`config.mk`:
```
export PLATFORM = sky130hd
export DESIGN_NAME = tx_channel_arbiter_flat
export DESIGN_NICKNAME = d
export VERILOG_FILES = /design/src/rtl/tx_channel_arbiter_if.sv /design/src/rtl/tx_channel_arbiter.sv /design/src/flat_wrapper.sv
export SDC_FILE = /design/constraint.sdc
export NUM_CORES = 1
export LEC_CHECK = 0
export ABC_AREA = 1
export CAP_MARGIN = 20
export CORE_ASPECT_RATIO = 0.6
export CORE_UTILIZATION = 49
export DETAILED_ROUTE_END_ITERATION = 12
export HOLD_SLACK_MARGIN = 0.08
export PLACE_DENSITY_LB_ADDON = 0.12
export SYNTH_ARGS = -nofsm -noshare
export SYNTH_HDL_FRONTEND = slang
export SYNTH_SLANG_ARGS = --single-unit
```
`constraint.sdc`:
```
create_clock -name CLK -period 2.6 [get_ports CLK]
set_input_delay 0.65 -clock CLK [delete_from_list [all_inputs] [get_ports CLK]]
set_output_delay 0.65 -clock CLK [all_outputs]
set_load 0.01 [all_outputs]
```
`src/rtl/tx_channel_arbiter_if.sv`:
```
`default_nettype none
// ============================================================================
// Module   : tx_channel_arbiter_if
// Purpose  : Source-FIFO read side and TX-FIFO write side of the channel arbiter.
// Revision : 1.0
// ============================================================================
interface tx_channel_arbiter_if #(
    parameter int NCH = 4
);
    logic [NCH-1:0]    ch_empty;
    logic [16*NCH-1:0] ch_q;
    logic [NCH-1:0]    ch_rdrq;
    logic              out_full;
    logic [15:0]       out_data;
    logic              out_wrreq;

    modport master (
        input  ch_empty,
        input  ch_q,
        output ch_rdrq,
        input  out_full,
        output out_data,
        output out_wrreq
    );

    modport slave (
        output ch_empty,
        output ch_q,
        input  ch_rdrq,
        output out_full,
        input  out_data,
        input  out_wrreq
    );
endinterface
`default_nettype wire

```
`src/rtl/tx_channel_arbiter.sv`:
```
`default_nettype none
// ============================================================================
// Module   : tx_channel_arbiter
// Purpose  : Round-robin framing arbiter from NCH source FIFOs to one TX FIFO.
// Revision : 1.0
// ============================================================================
module tx_channel_arbiter #(
    parameter int NCH   = 4,
    parameter int BURST = 256
) (
    input  logic                 CLK,
    input  logic                 RST,
    tx_channel_arbiter_if.master bus,
    output logic [2:0]           grant,
    output logic                 busy,
    output logic [2:0]           state_monitor
);

    typedef enum logic [2:0] {
        IDLE = 3'd0,
        HDR  = 3'd1,
        RD   = 3'd2,
        LAT  = 3'd3,
        WR   = 3'd4,
        TRL  = 3'd5
    } state_t;

    state_t         state_q, state_d;
    logic [2:0]     grant_q, grant_d;
    logic [11:0]    cnt_q, cnt_d;
    logic [15:0]    out_data_q, out_data_d;
    logic           out_wrreq_q, out_wrreq_d;
    logic [NCH-1:0] ch_rdrq_q, ch_rdrq_d;
    logic [3:0]     w_next;
    logic [15:0]    w_sel_q;

    // Walk offsets downward so the nearest channel after the last grant wins.
    function automatic logic [3:0] next_channel(input logic [2:0] last,
                                                input logic [NCH-1:0] empty);
        logic [3:0] res;
        int         idx;
        res = {1'b0, last};
        for (int i = NCH; i >= 1; i--) begin
            idx = (int'(last) + i) % NCH;
            if (!empty[idx]) res = {1'b1, 3'(idx)};
        end
        return res;
    endfunction

    assign w_next  = next_channel(grant_q, bus.ch_empty);
    assign w_sel_q = bus.ch_q[16*int'(grant_q) +: 16];

    always_comb begin
        state_d     = state_q;
        grant_d     = grant_q;
        cnt_d       = cnt_q;
        out_data_d  = out_data_q;
        out_wrreq_d = 1'b0;
        ch_rdrq_d   = '0;
        case (state_q)
            IDLE: begin
                if (w_next[3]) begin
                    grant_d = w_next[2:0];
                    state_d = HDR;
                end
            end
            HDR: begin
                if (!bus.out_full) begin
                    out_data_d  = {8'hA5, 5'b0, grant_q};
                    out_wrreq_d = 1'b1;
                    cnt_d       = '0;
                    state_d     = RD;
                end
            end
            RD: begin
                if (bus.ch_empty[grant_q] || (cnt_q == 12'(BURST))) begin
                    state_d = TRL;
                end else begin
                    ch_rdrq_d[grant_q] = 1'b1;
                    state_d            = LAT;
                end
            end
            LAT: state_d = WR;
            WR: begin
                // Holding here issues no new read, so the source word stays put.
                if (!bus.out_full) begin
                    out_data_d  = w_sel_q;
                    out_wrreq_d = 1'b1;
                    cnt_d       = cnt_q + 12'd1;
                    state_d     = RD;
                end
            end
            TRL: begin
                if (!bus.out_full) begin
                    out_data_d  = {4'hE, cnt_q};
                    out_wrreq_d = 1'b1;
                    state_d     = IDLE;
                end
            end
            default: state_d = IDLE;
        endcase
    end

    always_ff @(posedge CLK or negedge RST) begin
        if (!RST) begin
            state_q     <= IDLE;
            grant_q     <= 3'(NCH - 1);
            cnt_q       <= '0;
            out_data_q  <= '0;
            out_wrreq_q <= 1'b0;
            ch_rdrq_q   <= '0;
        end else begin
            state_q     <= state_d;
            grant_q     <= grant_d;
            cnt_q       <= cnt_d;
            out_data_q  <= out_data_d;
            out_wrreq_q <= out_wrreq_d;
            ch_rdrq_q   <= ch_rdrq_d;
        end
    end

    assign bus.out_data   = out_data_q;
    assign bus.out_wrreq  = out_wrreq_q;
    assign bus.ch_rdrq    = ch_rdrq_q;
    assign grant          = grant_q;
    assign busy           = (state_q != IDLE);
    assign state_monitor  = state_q;

endmodule
`default_nettype wire

```
`src/flat_wrapper.sv`:
```
// flat-port wrapper written by rule: the top's interface ports become plain ports
module tx_channel_arbiter_flat 
#(
    parameter int NCH   = 4,
    parameter int BURST = 256
)
  (CLK, RST, grant, busy, state_monitor, bus_ch_empty, bus_ch_q, bus_ch_rdrq, bus_out_full, bus_out_data, bus_out_wrreq);
  tx_channel_arbiter_if #(.NCH(NCH)) bus_i ();
  input  logic CLK;
  input  logic RST;
  output logic [2:0] grant;
  output logic busy;
  output logic [2:0] state_monitor;
  input wire logic [$bits(bus_i.ch_empty)-1:0] bus_ch_empty;
  input wire logic [$bits(bus_i.ch_q)-1:0] bus_ch_q;
  output wire logic [$bits(bus_i.ch_rdrq)-1:0] bus_ch_rdrq;
  input wire logic [$bits(bus_i.out_full)-1:0] bus_out_full;
  output wire logic [$bits(bus_i.out_data)-1:0] bus_out_data;
  output wire logic [$bits(bus_i.out_wrreq)-1:0] bus_out_wrreq;
  assign bus_i.ch_empty = bus_ch_empty;
  assign bus_i.ch_q = bus_ch_q;
  assign bus_ch_rdrq = bus_i.ch_rdrq;
  assign bus_i.out_full = bus_out_full;
  assign bus_out_data = bus_i.out_data;
  assign bus_out_wrreq = bus_i.out_wrreq;
  tx_channel_arbiter #(.NCH(NCH), .BURST(BURST)) u_core (.CLK(CLK), .RST(RST), .bus(bus_i), .grant(grant), .busy(busy), .state_monitor(state_monitor));
endmodule
```
# Yosys cells after proc, flatten, opt, wreduce, memory -nomap -nowiden
# Cells that the tools add are included.
# word_totals
regBits,39
out_inout_bits,28
ramBits,0
word_cells,86
latchBits,0
n_memories,0
mem_bits_ro,0
# op_classes
addsub,5
div_mod_pow,0
n_reduce_logical,16
eq_ne,12
mul,0
magnitude_cmp,6
bitwise,4
shifts,1
muxes,36
# ops
op,count
$shiftx 64x8->16,1
$mux 16,3
$pmux 16 s3,1
$mux 12,2
$mux 4,6
$pmux 12 s2,1
$lt 3x4->1 const B,4
$pmux 3 s5,1
$add 12x1->12 const B,1
$eq 12x9->1 const B,1
$mux 1,12
$mux 3,4
$bmux 1 s2,5
$reduce_or 2->1,5
$reduce_and 3->1,3
$ne 2x2->1 const B,4
$eq 3x2->1 const B,2
$eq 3x3->1 const B,2
$reduce_bool 3->1,2
$add 2x1->2 const B,2
$add 2x2->2 const B,2
$and 1x1->1 const A,4
$ne 4x4->1 const B,1
$reduce_and 4->1,1
10 further kinds,10

# Depth between registers and ports, before layout
# Gate-level depths: netlist of the first run.
# depth
word_depth,12
ltp_mapped,11
mapped_depth_nobuf,9

# Worst setup path after synthesis of the first run
# No wires, ideal clock.
# synth_path
kind,register to register
start,"reg u_core.grant_q[0], in the netlist u_core.grant[0]"
end,"reg u_core.grant_q[0], in the netlist u_core.grant[0]"
t_arrival_ps,1794
setup_ps,58
synth_period_minus_slack_ps,1852
path_slack_ps,748
required_ps,2542
path_stages_with_launch,12
path_cell_list,dfstp_2 > buf_4 > inv_2 > buf_6 > buf_4 > ha_1 > nand3b_1 > nand3_1 > nand2_1 > nand2_1 > nand2_1 > inv_1
# synth_between
elab_chain_len,9
# synth_lines
item,line,rtl
"start, declared",tx_channel_arbiter.sv:29,"logic [2:0] grant_q, grant_d;"
"start signal, assigned",tx_channel_arbiter.sv:107,grant_q <= 3'(NCH - 1);
"start signal, assigned",tx_channel_arbiter.sv:114,grant_q <= grant_d;
$add 2x1->2,tx_channel_arbiter.sv:44,idx = (int'(last) + i) % NCH;
$bmux 1 s2,tx_channel_arbiter.sv:45,"if (!empty[idx]) res = {1'b1, 3'(idx)};"
$mux 1 (not written as such) (2 in series),tx_channel_arbiter.sv:45,
$mux 4 (4 in series),tx_channel_arbiter.sv:45,
$reduce_and 3->1 (no line),--,
# Several ways; a longest one is shown, not always the timed one. The select of a mux whose other input is x is not followed.
# A chain may end at the register's enable or synchronous reset.

# Worst setup path after layout of the first run
# layout_path
start,"reg u_core.state_q[0], in the netlist u_core.state_monitor[0]"
end,out busy
# layout_between
elab_chain_len,1
# layout_lines
item,line,rtl
"start, declared",tx_channel_arbiter.sv:28,"state_t state_q, state_d;"
"start signal, assigned",tx_channel_arbiter.sv:113,state_q <= state_d;
$reduce_bool 3->1,tx_channel_arbiter.sv:126,assign busy = (state_q != IDLE);
"end, declared",flat_wrapper.sv:12,output logic busy;
# Every way passes these cells.

==> flow_metrics.env, run 1 <==
export IMPL_outcome="complete, but fails checks"
export IMPL_violations="design-rule violations"
export IMPL_crit_path_cell_trace="nor2_2 -> nand2_1 -> clkdlybuf4s50_1"
export IMPL_finalSetupViolCount=0
export IMPL_cts_sinks=38
export IMPL_peakVddDrop_uv=504
export IMPL_crit_family="buffers and inverters"
export IMPL_power_frac_seq_pct=28.2
export IMPL_synth_top_area_share_pct=33.4
export IMPL_fin_nets=569
export IMPL_synth_avg_cell_area_um2=6.70
export IMPL_dieArea_um2=5820
export IMPL_yosysMostFrequentCell="nand2_1"
export IMPL_critPathMaxStageDelay_ps=510
export IMPL_cp_end_kind="output port"
export IMPL_clk_latency_ps=300
export IMPL_syn_inst=403
export IMPL_tightest_slew_ps=860
export IMPL_wl_per_cell_um=14.2
export IMPL_fin_skew_ps=11.6
export IMPL_synth_top_area_cell="dfrtp_1"
export IMPL_drc=10
export IMPL_hp_class="in -> async"
export IMPL_yosysSeqAreaShare_pct=35.3
export IMPL_drt_iter0_markers=198
export IMPL_cts_buffer_depth=2
export IMPL_dp_hpwl_um=6030
export IMPL_worstPathRequired_ps=1950
export IMPL_drv_cap=0
export IMPL_cts_made_buffers=5
export IMPL_layout_drive_gt1_share_pct=5.88
export IMPL_pwr_share_clk_pct=12.6
export IMPL_vias=2961
export IMPL_grt_max_degree=42
export IMPL_power_switching_mw=1.59
export IMPL_routabilityCongestion=0.871
export IMPL_slew_violations=0
export IMPL_area_growth_pct=38.7
export IMPL_startpoint_type="flip-flop"
export IMPL_synth_seq_cells=38
export IMPL_synth_edf_count=0
export IMPL_crit_start="u_core.state_monitor[0]$_DFFE_PN0P_"
export IMPL_power_density_nw_per_um2=933
export IMPL_p_leak_nw=1.67
export IMPL_cp_slowest_cell="clkdlybuf4s50_1"
export IMPL_core_um2=5180
export IMPL_cts_hold_buf=0
export IMPL_die_x_um=97.8
export IMPL_crit_fanout=8
export IMPL_die_h_um=59.5
export IMPL_rsz0062_at_grt="no"
export IMPL_boundaryPins=99
export IMPL_synthesis_nets=480
export IMPL_internal_power_mw=1.90
export IMPL_power_total_mw=3.49
export IMPL_io_buffers=97
export IMPL_synthTopCellsByArea="dfrtp_1 (33%), nand2_1 (13%), nor2_1 (11%), o21ai_0 (7.8%), inv_1 (4.3%)"
export IMPL_first_global_vias=2788
export IMPL_n_antenna_cell=0
export IMPL_groute_usage_overall_pct=28.8
export IMPL_cts_root_buf="clkbuf_8"
export IMPL_viasPerCell=5.30
export IMPL_post_cts_resized=0
export IMPL_grt_ovfl_total=0
export IMPL_hold_violations=0
export IMPL_fmax_mhz=427
export IMPL_grt_pass1_wl_um=13000
export IMPL_antenna_found_initial=0
export IMPL_synth_cell_types=33
export IMPL_crit_buf_inv=1
export IMPL_period_share_pct=90.1
export IMPL_drt_wl_total_um=7960
export IMPL_ys_warn_count=0
export IMPL_synth_area_um2=2700
export IMPL_timing_rr_start="u_core.grant[0]$_DFFE_PN1P_"
export IMPL_start_util_pct=52.1
export IMPL_p_sw_share_pct=45.5
export IMPL_synth_ff_type="dfrtp_1"
export IMPL_first_pass_iters=10
export IMPL_min_period_ps=2340
export IMPL_slew_headroom_pct=42.7
export IMPL_worstPathArrival_ps=1690
export IMPL_synth_common_cells="nand2_1 (97), nor2_1 (80), o21ai_0 (42), dfrtp_1 (36), inv_1 (31)"
export IMPL_timing_setup_tns_ps=0
export IMPL_rows=20
export IMPL_clkTransAtPathRegs_ps=80
export IMPL_cts_tree="built"
export IMPL_cts_setup_buffers=0
export IMPL_worst_setup_path_type="reg -> out"
export IMPL_async_flop_share_pct=100
export IMPL_antenna_left=0
export IMPL_p_comb_share_pct=59.2
export IMPL_htreeDepth=2
placed cells by master (no fill, tap or decap), types with 3 or more instances in the layout:
cell type,instances
nor3_1,4
inv_1,31
or2_2,3
a21oi_1,16
buf_4,4
inv_2,3
o21ai_1,3
clkdlybuf4s50_1,96
nand4_1,10
clkbuf_8,6
nand3_1,23
a2bb2oi_1,8
dfrtp_1,36
ha_1,6
nor2_1,80
nand2_1,97
o21ai_0,42
worst reg2reg max path, delay by kind of cell (launching register included):
kind / cells / cell delay [ps]
adders and majority gates: 1 / 420
buffers and inverters: 2 / 310
DFF: 1 / 610
and+or+nand+nor: 5 / 470
per-stage QoR:
stage                     hold slack [ps]  cells  setup slack (ps)  util [%]  area (µm²)
after floorplan                       354    403               748         -        2700
after global placement                489    551               378      70.4        3650
after detailed placement              500    551               337      70.4        3650
after CTS                             473    559               246      72.2        3740
after global routing                  512    559               165      72.2        3740
final                                 454    559               259      72.2        3740
registers in the layout (all words and copies together) (netlist names):
| name | count |
|---|---|
| u_core.bus.out_data | 16 |
| u_core.cnt_q | 12 |
| u_core.bus.ch_rdrq | 4 |
| u_core.state_monitor | 3 |
| u_core.grant | 2 |
| u_core.bus.out_wrreq | 1 |
kinds of logic (layout without fill, tap and decap cells):
kind of cell,after synthesis,in the layout,synth area share [%]
AOI/OAI and AO/OA,76,76,15.8
adders and majority gates,6,6,2.78
buffers and inverters,53,143,9.55
DFF,38,38,35.3
other,1,1,0.139
and+or+nand+nor,229,229,36.4
layer usage:
layer	vias up	routed length [µm]	part of all wire, %	global-route usage (%)
li1	1485	-	-	-
met2	121	3570	45	47.4
met5	-	0	0	0
met1	1339	3630	46	37.8
met3	16	624	7.8	6.96
met4	0	129	1.6	10.4
power groups by stage:
stage | combinational [mW] | sequential [mW] | clock, mW
6_report | 2.07 | 0.983 | 0.441
5_1_grt | 2.32 | 1.00 | 0.462
4_1_cts | 2.07 | 0.976 | 0.440
3_5_place_dp | 2.06 | 0.978 | 0
3_3_place_gp | 2.00 | 0.981 | 0
2_1_floorplan | 1.30 | 1.02 | 0
area by class of cell:
class / instances / area [µm²]
Clock buffer: 6 / 82.6
Clock inverter: 2 / 12.5
Fill cell: 434 / 1440
Inverter: 34 / 128
Multi-Input combinational cell: 312 / 1490
Sequential cell: 38 / 953
Tap cell: 66 / 82.6
Timing Repair Buffer: 101 / 996
path summary, 6_finish.rpt:
kind	cells after the start	slack [ps]	to
setup / recovery	3	260	busy
hold / removal	1	450	u_core.bus.ch_rdrq[1]$_DFF_PN0_
setup reg to reg	8	740	u_core.grant[0]$_DFFE_PN1P_
hold reg to reg	2	520	u_core.bus.out_data[12]$_DFFE_PN0P_
max in group asynchronous	1	1600	u_core.bus.out_data[6]$_DFFE_PN0P_
min in group CLK	2	520	u_core.bus.out_data[12]$_DFFE_PN0P_
No activity file was read; power rests on OpenSTA's default activity.
==> run 2, diff against run 1 <==
CTS_CLUSTER_DIAMETER = 40   (was unset)
==> results of run 2 <==
The final DEF is identical to that of run 1; final timing and power are the same.
